`config.mk`:
```
export PLATFORM = sky130hd
export DESIGN_NAME = systolic_skew_feeder
export DESIGN_NICKNAME = d
export VERILOG_FILES = /design/src/rtl/systolic_skew_feeder.sv
export SDC_FILE = /design/constraint.sdc
export NUM_CORES = 1
export LEC_CHECK = 0
export ABC_CLOCK_PERIOD_IN_PS = 9020
export CORE_AREA = 2 2 129 131
export DETAILED_ROUTE_END_ITERATION = 10
export DIE_AREA = 0 0 131 133
export PLACE_DENSITY = 0.85
export SETUP_SLACK_MARGIN = 0.4
export SLEW_MARGIN = 20
export SYNTH_ARGS = -nofsm -noshare
export SYNTH_HDL_FRONTEND = slang
export SYNTH_SLANG_ARGS = --single-unit
```
`constraint.sdc`:
```
create_clock -name clk -period 9.02 [get_ports clk]
set_clock_uncertainty 0.15 [all_clocks]
set_input_delay 1.353 -clock clk [delete_from_list [all_inputs] [get_ports clk]]
set_output_delay 1.353 -clock clk [all_outputs]
set_load 0.01 [all_outputs]
```
`src/rtl/systolic_skew_feeder.sv`:
```
// Input staging for the NxN systolic array: buffers one X/W tile, then replays it with diagonal skew.
// Optional macro SKEW_FEEDER_DBUF_EN adds a second (ping/pong) tile buffer so loading overlaps issue.
package systolic_array_pkg;
    typedef logic [15:0] word_t;
endpackage

module systolic_skew_feeder
    import systolic_array_pkg::*;
#(
    parameter int N = 4
) (
    input  logic          clk,
    input  logic          rst,
    input  logic          load_valid,
    output logic          load_ready,
    input  word_t [N-1:0] load_x,
    input  word_t [N-1:0] load_w,
    input  logic          arr_stall,
    output word_t [N-1:0] x_in,
    output word_t [N-1:0] w_in,
    output logic          start,
    output logic          busy,
    output logic          done,
    output logic [1:0]    state_dbg
);
    localparam int CW = $clog2(N);
    localparam int TW = $clog2(2 * N);
    localparam logic [TW-1:0] T_LAST = TW'(2 * N - 2);

    typedef enum logic [1:0] {IDLE, LOAD, ISSUE, DONE} state_t;
    state_t state, state_nxt;

    logic [CW-1:0] wr_cnt;
    logic [TW-1:0] t_q, t_sel;
    logic          load_fire, tile_last, issue_adv, issue_end;
    word_t [N-1:0] x_nxt, w_nxt;
    logic          wr_sel, rd_sel;

`ifdef SKEW_FEEDER_DBUF_EN
    localparam int NB = 2;
    logic [1:0] full;
`else
    localparam int NB = 1;
    assign wr_sel = 1'b0;
    assign rd_sel = 1'b0;
`endif

    word_t x_buf [NB][N][N];
    word_t w_buf [NB][N][N];

    // A beat transfers on any rising edge where load_valid && load_ready; load_valid
    // is ignored while load_ready is low and the beat contents are never written.
    assign load_fire = load_valid && load_ready;
    assign tile_last = load_fire && (wr_cnt == CW'(N - 1));
    assign issue_adv = (state == ISSUE) && !arr_stall;
    assign issue_end = issue_adv && (t_q == T_LAST);

`ifdef SKEW_FEEDER_DBUF_EN
    assign load_ready = !rst && !full[wr_sel];
`else
    assign load_ready = !rst && ((state == IDLE) || (state == LOAD));
`endif

    assign start     = issue_adv;
    assign busy      = (state != IDLE);
    assign done      = (state == DONE);
    assign state_dbg = state;

    // Beat k carries X row k and W column k; W is stored row-major so reads mirror X.
    always_ff @(posedge clk) begin
        if (load_fire) begin
            for (int k = 0; k < N; k++) begin
                x_buf[wr_sel][wr_cnt][CW'(k)] <= load_x[k];
                w_buf[wr_sel][CW'(k)][wr_cnt] <= load_w[k];
            end
        end
    end

    // Skewed slice for the next issue step: lane i carries element (t - i) of its row/column.
    always_comb begin
        int d;
        d     = 0;
        t_sel = (state == ISSUE) ? t_q + 1'b1 : '0;
        x_nxt = '0;
        w_nxt = '0;
        for (int i = 0; i < N; i++) begin
            d = int'(t_sel) - i;
            if (d >= 0 && d < N) begin
                x_nxt[i] = x_buf[rd_sel][CW'(i)][CW'(d)];
                w_nxt[i] = w_buf[rd_sel][CW'(d)][CW'(i)];
            end
        end
    end

    always_comb begin
        state_nxt = state;
        case (state)
            IDLE:  if (load_fire) state_nxt = LOAD;
            LOAD:  if (tile_last) state_nxt = ISSUE;
            ISSUE: if (issue_end) state_nxt = DONE;
            DONE: begin
`ifdef SKEW_FEEDER_DBUF_EN
                // rd_sel already points at the pending buffer here.
                if (full[rd_sel] || tile_last)
                    state_nxt = ISSUE;
                else if (wr_cnt != '0 || load_fire)
                    state_nxt = LOAD;
                else
                    state_nxt = IDLE;
`else
                state_nxt = IDLE;
`endif
            end
            default: state_nxt = IDLE;
        endcase
    end

    always_ff @(posedge clk) begin
        if (rst) begin
            state  <= IDLE;
            wr_cnt <= '0;
            t_q    <= '0;
            x_in   <= '0;
            w_in   <= '0;
        end else begin
            state <= state_nxt;
            if (load_fire)
                wr_cnt <= wr_cnt + 1'b1;
            if (state != ISSUE && state_nxt == ISSUE) begin
                t_q  <= '0;
                x_in <= x_nxt;
                w_in <= w_nxt;
            end else if (issue_end) begin
                t_q  <= '0;
                x_in <= '0;
                w_in <= '0;
            end else if (issue_adv) begin
                t_q  <= t_q + 1'b1;
                x_in <= x_nxt;
                w_in <= w_nxt;
            end
        end
    end

`ifdef SKEW_FEEDER_DBUF_EN
    always_ff @(posedge clk) begin
        if (rst) begin
            full   <= '0;
            wr_sel <= 1'b0;
            rd_sel <= 1'b0;
        end else begin
            if (tile_last) begin
                full[wr_sel] <= 1'b1;
                wr_sel       <= ~wr_sel;
            end
            if (issue_end) begin
                full[rd_sel] <= 1'b0;
                rd_sel       <= ~rd_sel;
            end
        end
    end
`endif

endmodule

```
---- Word level (Yosys, flattened, before mapping) ----
Memory sizes are Yosys's and may differ from the RTL's.
Index checks and enable logic that the tools add are counted.
storage, ports and cells
  memories ................................ 2
  RAM bits ................................ 384
  bits in latches ......................... 0
  bits in read-only memories .............. 0
  bits in registers ....................... 135
  bits of input ports ..................... 132
memories
  name   words  bits a word  rd ports  clocked after memory_dff  write ports  RTL line  text
  x_buf  1      256          1         0                         2            48        word_t x_buf [NB][N][N];
  w_buf  1      128          1         0                         2            49        word_t w_buf [NB][N][N];
operators by class
  add/sub/neg operators ................... 5
  equal/unequal tests ..................... 7
  multiplexer cells ....................... 47
  order comparisons ....................... 14
  reduce and logical (&&, ||, !) cells .... 18
  shifts and indexed selects .............. 0
  divide/modulo/power cells ............... 0
  bitwise gates (word level) .............. 5
  $mul .................................... 0
operator list
  cell                 count
  $mux 64              10
  $mux 256             2
  $mux 16              17
  $bmux 64 s2          2
  $demux 64 s2         2
  $mux 48              3
  $bmux 16 s2          4
  $demux 16 s2         1
  $ge 2x3->1 const B   4
  $ge 4x1->1 const B   3
  $lt 4x4->1 const B   3
  $logic_and 1x1->1    11
  $eq 2x2->1 const B   4
  $not 2->2            4
  $pmux 2 s4           1
  $sub 3x2->4 const B  2
  $mux 2               3
  $sub 3x1->4 const B  1
  $add 3x1->3 const B  1
  $eq 3x3->1 const B   1
  $ge 3x1->1 const B   1
  $ge 3x3->1 const B   1
  $lt 3x1->1 const B   1
  $lt 3x3->1 const B   1
  12 further kinds     13

---- Longest topological paths before layout ----
  depth in word-level cells ............... 11
  mapped depth ............................ 10
  depth with buffers taken out ............ 8

---- Least setup slack after synthesis ----
OpenSTA, ideal clock, no wires.
  path kind ............................... input to register
  start point ............................. input port load_valid
  end point ............................... memory w_buf[0][100] (netlist name), enable pin
  path buffers ............................ 0
  arrival time ............................ 3,248 ps
  setup slack ............................. 5,192 ps
  cell stages on the path ................. 2
  data required time ...................... 8,441 ps
  cells stage by stage .................... nor2b_1 > and3_1
RTL lines
  item                RTL line  text
  start: declaration  14        input logic load_valid,
  end: declaration    49

---- Worst setup path in the final report ----
  start point ............................. input port arr_stall
  end point ............................... output port start
between the ends
  longest elaborated chain between the ends .. 2
ends and longest elaborated chain
  item                RTL line  text
  start: declaration  18        input logic arr_stall,
  $logic_not 1->1     55        assign issue_adv = (state == ISSUE) && !arr_stall;
  $logic_and 1x1->1   55
  end: declaration    21        output logic start,
No other way between the ends.

==> summary.txt <==
Global routing
  – Largest net degree at the start of global routing: 65
  – Initial antenna violation count: 0
  – Grt ovf: 0
  – Global-route wire length before repair: 24.01 mm
  – Number of global-route vias before repair: 4499
  – Tot GR Track Use: 18.37%

Timing
  – # setup viols final: 0
  – Tcrit/Tclk final: 48.65%
  – Worst-Margin Slew: 0.9628 ns
  – Final min period: 4.388 ns
  – Fmax: 227.9 MHz
  – Setup TNS: 0 ns
  – Relative slew margins: 35.81%
  – Final Slew Violations: 0
  – RSZ-0062 raised after global routing: false
  – PnR worst setup slack: 4.632 ns
  – Final hold viol count: 0

Floorplanning
  – Rows: 47
  – Placeable Area: 16170 µm²
  – Die Wd: 131 µm
  – Die Ht: 133 µm
  – Number of I/O pins: 266
  – Starting Density: 47.86%
  – DIE AREA: 17420 µm²

Detailed routing
  – Post-Route WL: 15.62 mm
  – Post-DRT Antenna Nets: 0
  – DR vias: 4614
  – Drc violations: 0
  – Via density: 4.940
  – Initial DRC Count: 244
  – Drt first pass iters: 4
  – Average wire per standard cell: 16.72 µm

Critical path
  – Req. time, crit path: 7.52 ns
  – Crit Path Class: in -> out
  – Worst path slowest cell: clkdlybuf4s50_1
  – CP Cell Sequence: clkdlybuf4s50_1 > nor3b_4 > clkdlybuf4s50_1
  – CP delay by family, top: buffers and inverters
  – Worst Path Max Fanout: 8
  – Startpoint types: primary input
  – Slowest stage delay, CP: 0.63 ns
  – Buf/Inv on CP: 2
  – Cell mode on critical path: clkdlybuf4s50_1
  – Setup crit end kind: output pin
  – WP data arrival: 2.88 ns

Final layout
  – NumNets Final: 840
  – Number of diodes: 0
  – Final instance area: 9654 µm²
  – Area grow syn2layout: 24.73%
  – Layout cell share with drive strength beyond 1: 6.863%
  – Commonest non-fill, non-tap cell in the layout: clkdlybuf4s50_1
  – Commonest non-fill, non-tap cells in the layout: 136 x clkdlybuf4s50_1, 128 x edfxtp_1, 71 x dfxtp_1

Power and ir drop
  – Sw Share: 21.25%
  – P_sw: 392.0 µW
  – Leak pwr: 0.003175 µW
  – VDD IR max: 0.0001176 V
  – Combinational Power Share: 4.6%
  – Power Density: 191.0 nW/µm²
  – Cell internal pwr: 1452 µW
  – Sequential share of power: 54.5%
  – Clk network pwr share: 40.9%

CTS
  – Clk pin slew, worst setup/hold paths: 0.07 ns
  – Number of buffers created by CTS: 17
  – Latest clock arrival within the worst-skew pair: 0.41 ns
  – Clock Sink Count: 199
  – CTS root buf: clkbuf_16
  – Hold_buf cts: 0
  – H-tree depth: 4
  – CTS tree: built
  – Clock Path Buffers: 2
  – # Post-CTS Setup Buffers: 0
  – Resize count post-CTS: 0

Yosys
  – Register area share after synthesis: 68.02%
  – Synth cell types: 38
  – Yosys reg bits: 199
  – Synthesized instance count: 571
  – Mapped cell area: 7740 µm²
  – Yosys Warn Count: 0
  – Syn_area_per_cell: 13.56 µm²

Place
  – DP HPWL: 9.624 mm
  – Port bufs: 137
  – GP Congestion: 0.7190
  – Area of placed instances: 9057 µm²
  – Setup WS pre-CTS: 4.642 ns

Worst hold path
  – Hold Crit Class: reg -> reg

Job
  – Number of max-cap violations: 0

Status
  – Status: completed
worst register-to-register path, cell delays in order, from the launching register on:
cell and delay [ns]:
dfxtp_1 0.56, nor3b_4 0.24, buf_4 0.44, ha_1 0.31
or4b_1 0.48, a311oi_1 0.27, nand4b_1 0.12, buf_4 0.29
o21ai_1 0.22
cell families (layout without fill, tap and decap cells):
group | count (synthesis) | count (layout) | share of synthesized area, %
other cells | 1 | 64 | 0.04845
fa+ha+maj | 7 | 7 | 1.132
simple gates | 122 | 122 | 8.438
xor+xnor | 4 | 4 | 0.4527
flops | 199 | 199 | 68.02
buf+inv | 101 | 181 | 8.681
mux | 64 | 64 | 8.277
compound gates | 73 | 73 | 4.947
layout make-up:
cell class                      instances  area [µm²]
Clock buffer                           18       429.2
Clock inverter                         14       167.7
Fill cell                            1254        6518
Inverter                                5       18.77
Multi-Input combinational cell        334        2079
Sequential cell                       199        5265
Tap cell                              220       275.3
Timing Repair Buffer                  144        1419
registers in the layout (all words and copies together) (netlist names):
| name | cells |
|---|---|
| state_dbg | 2 |
| t_q | 3 |
| x_buf | 64 |
| w_buf | 64 |
| x_in | 32 |
| wr_cnt | 2 |
| w_in | 32 |
routing by layer:
layer	routed length (µm)	part of all wire [%]	vias up	GRT usage (%)
li1	-	-	2208	-
met1	6468	41	2223	22.38
met2	8023	51	170	31.78
met3	963	6.2	13	5.297
met4	162	1.0	0	4.846
met5	0	0	-	0
path summary, 6_finish.rpt:
path | slack [ns] | cells after the start | end | start
min | 0.30 | 2 | x_in[20] | x_in[20]
max reg2reg | 5.87 | 8 | w_in[30] | state_dbg[1]
max | 4.63 | 3 | start | arr_stall
min reg2reg | 0.30 | 2 | x_in[20] | x_in[20]
power by group through the flow:
stage	sequential [µW]	clock (µW)	combinational (µW)
global placement	1020	0	83.6
global route	1010	809	94.9
CTS	1010	771	86.2
finish	1010	754	85.5
floorplan	1020	0	58.6
detailed placement	1030	0	85.7
metrics by stage:
step	total power [µW]	util (%)	cells	hold slack (ns)
global placement	1108	56.01	902	0.2843
detailed placement	1112	56.01	902	0.2906
global route	1911	59.70	934	0.3114
floorplan	1083	-	634	0.3226
finish	1844	59.70	934	0.2960
CTS	1862	59.70	934	0.3009
cells in the mapped netlist:
cell type | number | area [µm²]
and3_1 | 3 | 18.77
and4b_1 | 1 | 10.01
buf_1 | 2 | 7.510
or2b_1 | 1 | 7.510
or2_2 | 2 | 12.51
a31oi_1 | 1 | 6.260
inv_1 | 5 | 18.77
edfxtp_1 | 128 | 3844
a21oi_1 | 35 | 175.2
clkbuf_1 | 15 | 56.30
and3b_1 | 1 | 8.760
or3_1 | 2 | 12.51
buf_4 | 65 | 488.0
nor3b_4 | 1 | 18.77
nand2_1 | 65 | 244.0
or4b_1 | 1 | 10.01
o21ai_0 | 1 | 5.000
a21oi_2 | 1 | 8.760
a311oi_1 | 1 | 8.760
buf_2 | 9 | 45.04
nand3_1 | 1 | 5.000
or4_1 | 32 | 240.2
nor3_1 | 1 | 5.000
a211oi_1 | 1 | 7.510
nor3b_2 | 1 | 12.51
conb_1 | 1 | 3.750
buf_6 | 5 | 56.30
o21ai_1 | 32 | 160.2
mux2i_1 | 64 | 640.6
dfxtp_1 | 71 | 1421
xor2_1 | 1 | 8.760
o221a_2 | 1 | 11.26
nor2_1 | 7 | 26.28
nor2b_1 | 1 | 6.260
nand4b_1 | 1 | 8.760
xnor2_1 | 3 | 26.28
ha_1 | 7 | 87.58
and2_1 | 1 | 6.260
(Power assumes the default switching activity.)
